File: src/rtl/instr_queue.sv
`default_nettype none
// ============================================================================
//  Module      : instr_queue
//  Description : Decoder-to-issue instruction queue. Accepts up to two
//                in-order instructions per cycle from the decoder and
//                delivers one per cycle to issue over valid/ready. Ready is
//                raised only when two slots are free so a dual push is never
//                split. A flush empties the queue in one cycle.
//  Revision    : 1.0 - initial release
// ============================================================================
module instr_queue #(
    parameter int  DEPTH         = 8,
    parameter type decoded_instr = logic [31:0]
) (
    input  logic                       clk,
    input  logic                       rst_n,
    input  logic                       flush,
    output logic                       ready_o,
    input  logic                       valid_i_1,
    input  decoded_instr               data_i_1,
    input  logic                       valid_i_2,
    input  decoded_instr               data_i_2,
    output logic                       valid_o,
    output decoded_instr               data_o,
    input  logic                       ready_i,
    output logic [$clog2(DEPTH):0]     count_o
);

    localparam int AW = $clog2(DEPTH);
    localparam int CW = AW + 1;

    // Highest occupancy that still leaves two free slots.
    localparam logic [CW-1:0] c_ready_max = CW'(DEPTH - 2);

    logic [AW-1:0]  head_q, head_d;
    logic [AW-1:0]  tail_q, tail_d;
    logic [CW-1:0]  count_q, count_d;
    decoded_instr   mem_q [DEPTH];

    logic           w_push1;
    logic           w_push2;
    logic           w_pop;
    logic [AW-1:0]  w_tail_plus1;

    // Ready depends only on registered occupancy, never on inputs.
    assign ready_o = (count_q <= c_ready_max);
    assign valid_o = (count_q != '0);
    assign data_o  = mem_q[head_q];
    assign count_o = count_q;

    // The second push is only honoured together with the first, keeping order.
    assign w_push1      = valid_i_1 & ready_o;
    assign w_push2      = valid_i_2 & valid_i_1 & ready_o;
    assign w_pop        = valid_o & ready_i;
    assign w_tail_plus1 = tail_q + AW'(1);

    // Next-state pointers and occupancy; flush overrides every other request.
    always_comb begin
        head_d  = head_q;
        tail_d  = tail_q;
        count_d = count_q;
        if (flush) begin
            head_d  = '0;
            tail_d  = '0;
            count_d = '0;
        end else begin
            head_d  = head_q + AW'(w_pop);
            tail_d  = tail_q + AW'(w_push1) + AW'(w_push2);
            count_d = count_q + CW'(w_push1) + CW'(w_push2) - CW'(w_pop);
        end
    end

    // Pointer and count registers.
    always_ff @(posedge clk or negedge rst_n) begin
        if (!rst_n) begin
            head_q  <= '0;
            tail_q  <= '0;
            count_q <= '0;
        end else begin
            head_q  <= head_d;
            tail_q  <= tail_d;
            count_q <= count_d;
        end
    end

    // Entry storage; the older instruction lands at tail, the younger at tail+1.
    always_ff @(posedge clk or negedge rst_n) begin
        if (!rst_n) begin
            for (int i = 0; i < DEPTH; i++) begin
                mem_q[i] <= '0;
            end
        end else if (!flush) begin
            if (w_push1) begin
                mem_q[tail_q] <= data_i_1;
            end
            if (w_push2) begin
                mem_q[w_tail_plus1] <= data_i_2;
            end
        end
    end

endmodule
`default_nettype wire

File: config.mk
export PLATFORM = sky130hd
export DESIGN_NAME = instr_queue
export DESIGN_NICKNAME = d
export VERILOG_FILES = /design/src/rtl/instr_queue.sv
export SDC_FILE = /design/constraint.sdc
export NUM_CORES = 1
export LEC_CHECK = 0
export BUFFER_PORTS_ARGS = -buffer_cell sky130_fd_sc_hd__buf_2
export CORE_AREA = 5 5 184 186
export DETAILED_ROUTE_END_ITERATION = 6
export DIE_AREA = 0 0 189 191
export SLEW_MARGIN = 20
export SYNTH_ARGS = -nofsm -noshare
export SYNTH_HDL_FRONTEND = slang
export SYNTH_SLANG_ARGS = --single-unit
File: constraint.sdc
create_clock -name clk -period 2.47 [get_ports clk]
set_input_delay 0.3705 -clock clk [delete_from_list [all_inputs] [get_ports clk]]
set_output_delay 0.3705 -clock clk [all_outputs]
set_load 0.05 [all_outputs]
==> out/qor.yml <==
place:
  place_area_um2: 15310
  post-place-ws_ns: 0.08120
  io_buffer_count: 107
  gp_congestion: 0.8052
  hpwlAfterDp_um: 27430
synthesis:
  postSynthCellCount: 1208
  synth-edff-count: 0
  async_reset_ff_frac: 1.000
  synth_top_area_frac: 0.4808
  yosysTopAreaCell: "dfrtp_1"
  synth.distinct_cells: 39
  yosysSeqAreaShare: 0.4808
  ys_ff_latch: 266
  syn-num-nets: 1289
  avgSynthCellArea_um2: 11.46
  netlist_area_um2: 13840
  synth_flop_cell: "dfrtp_1"
  yosysWarningCount: 0
  synthTopCellsByArea: "dfrtp_1, a222oi_1, mux4_2, inv_1, o221a_2"
floorplanning:
  coreArea_um2: 32120
  die_x_um: 189
  fp.dieH_um: 191
  start_util: 0.4310
  fp-row-count: 66
  io_pins: 108
  die_area_um2: 36100
final_layout:
  area_delta_synth_final_pct: 21.96
  final.fill_count: 2788
  final_area_um2: 16880
  final_util: 0.5256
  drive_gt1_frac: 0.3388
  layout.nets: 1395
  multi_input_area_um2: 6106
  seqCellArea_um2: 6665
  diodes: 0
setup_path:
  critical_path_class: "register to output port"
  start_kind: "register"
  critical-path-slowest-cell: "dfrtp_4"
  max_stage_delay_ns: 0.51
  worstPathCellList: "buf_6, buf_12, buf_16, mux4_2, mux2_4, buf_8"
  cp_max_fo: 7
  cp.arrival_ns: 2.37
  end_kind: "output port"
  cp.required_ns: 2.10
clock_tree:
  numClockSinks: 266
  cts_max_path_buffers: 3
  cts_root_buf: "clkbuf_16"
  path_clk_slew_ns: 0.06
  cts_buffers: 30
  h-tree-depth: 1
  clk_latency_ns: 0.56
  cts_tree: "yes"
sta:
  finalSetupViolCount: 32
  finalCritPeriodShare: 1.110
  slew_headroom: 0.5179
  fin_skew_ns: 0.01207
  worst_pin_slew_ns: 0.7205
  min_period_ns: 2.742
  fmax_ghz: 0.3647
  slew_viol_final: 0
  layout_setup_ws_ns: -0.2724
  final_hold_viol_count: 0
  rsz0062_at_grt: "yes"
route:
  wl_per_cell_um: 27.06
  drc: 1
  vias_per_cell: 6.563
  routed-wl-met2_um: 22690
  route.met3.wl_um: 4520
  final_antenna_net_count: 0
  drt_pass1_iterations: 7
  vias: 11430
  dr.max_layer_used: "met4"
  routed_wl_um: 47140
  wl_met1_um: 18550
  drtIter0Drc: 1651
flow_run:
  maxCapViolations: 0
status:
  status: "complete, but fails checks"
  violations: "design-rule violations, negative setup slack"
power:
  peakVddDrop_uv: 866.2
  power_density_nw_per_um2: 1258
  p_leak_uw: 0.007530
global_routing:
  grt_antenna_before_repair: 0
  grt_max_degree: 77
  grt_pass1_wl_um: 72230
  grt.total_usage: 0.2564
  grt_overflow: 0
  grt_pass1_vias: 11910
worst_hold_path:
  hold_class: "primary input to register"
## timing repair
| action | in CTS | in global routing |
|---|---|---|
| endpoints found under the hold margin | 54 | 0 |
| setup buffers | 9 | 0 |
| pin swaps | 0 | 2 |
| gates cloned | 5 | 2 |
| resized for setup | 101 | 12 |
| setup endpoints to repair | 32 | 34 |
| hold buffers | 1 | 0 |
## worst max-delay path: cells and delay by family, from the launching register on
family                 cells  cell delay (ns)
multiplexers               2             0.75
flip-flops                 1             0.51
buffers and inverters      4             0.56
## cells in the mapped netlist (7+ instances only)
master,instances
a222oi_1,175
nand2_1,10
and3_1,19
a221oi_1,17
or2_2,34
nor2_1,80
mux2_2,32
nor4_1,7
clkbuf_1,95
ha_1,8
mux4_2,64
nand3_1,68
buf_2,15
dfrtp_1,266
o221a_2,64
inv_1,202
## cell usage in the layout (no fill, tap or decap), drive strengths merged, types with 2 or more instances in the layout
master | Yosys | layout
dfrtp | 266 | 266
inv | 202 | 203
buf | 24 | 190
a222oi | 175 | 175
nor2 | 80 | 80
nand3 | 68 | 68
mux4 | 64 | 64
o221a | 64 | 64
clkbuf | 95 | 50
or2 | 35 | 35
mux2 | 32 | 32
and3 | 19 | 19
a221oi | 17 | 17
nand2 | 10 | 10
and2 | 8 | 8
ha | 8 | 8
nor4 | 7 | 7
nor2b | 5 | 5
xnor2 | 5 | 5
a21o | 3 | 3
nand2b | 3 | 3
fa | 3 | 3
xor2 | 2 | 2
o22ai | 2 | 2
clkinv | 0 | 2
## power breakdown
| group | internal, uW | switching, uW | total (uW) |
|---|---|---|---|
| logic | 4920 | 5200 | 10100 |
| registers | 5940 | 855 | 6800 |
| clock network | 2520 | 1800 | 4320 |
| total | 13400 | 7850 | 21200 |
## kinds of logic after synthesis
group           count (synthesis)  share of synthesized area
compound gates                267                     0.1953
fa+ha+maj                      11                    0.01157
simple gates                  240                    0.08667
buf+inv                       321                    0.09110
flops                         266                     0.4808
mux                            96                     0.1301
xor+xnor                        7                   0.004428
## layer usage
layer / GRT usage / up-vias
li1: - / 4863
met1: 0.3391 / 5845
met2: 0.4273 / 616
met3: 0.05478 / 109
met4: 0.07763 / 0
met5: 0 / -
## sequential cells by signal, indices dropped and copies added, names as in the netlist
register  flops
mem_q       256
count_o       4
head_q        3
tail_q        3
## final timing paths
path	startpoint	slack (ns)	to	depth (start not counted)
hold / removal	data_i_1[3]	0.20	mem_q[195]$_DFFE_PN0N_	3
max in group asynchronous	rst_n	1.27	mem_q[47]$_DFFE_PN0N_	3
setup reg to reg	count_o[2]$_DFF_PN0_	0.05	mem_q[33]$_DFFE_PN0N_	6
min in group asynchronous	rst_n	0.34	tail_q[0]$_DFF_PN0_	2
setup / recovery	head_q[0]$_DFF_PN0_	-0.27	data_o[7]	6
hold reg to reg	mem_q[42]$_DFFE_PN0N_	0.53	mem_q[42]$_DFFE_PN0N_	2
## metrics by stage
| step | hold WS (ns) | instances | setup TNS [ns] | power [uW] |
|---|---|---|---|---|
| detailed placement | 0.3447 | 1675 | 0 | 15500 |
| finish | 0.2022 | 1742 | -6.643 | 21230 |
| global route | 0.2101 | 1742 | -7.765 | 22220 |
| global placement | 0.3465 | 1675 | 0 | 15320 |
| CTS | 0.1922 | 1742 | -7.454 | 21130 |
| floorplan | 0.07491 | 1208 | 0 | 13050 |
## area by class of cell
class / count / share of cell area
Tap cell: 408 / 0.03023
Clock buffer: 48 / 0.05446
Timing Repair Buffer: 193 / 0.1125
Clock inverter: 4 / 0.001556
Inverter: 202 / 0.04491
Sequential cell: 266 / 0.3947
Multi-Input combinational cell: 621 / 0.3616
Note: power is estimated with default switching activity, not from simulation.
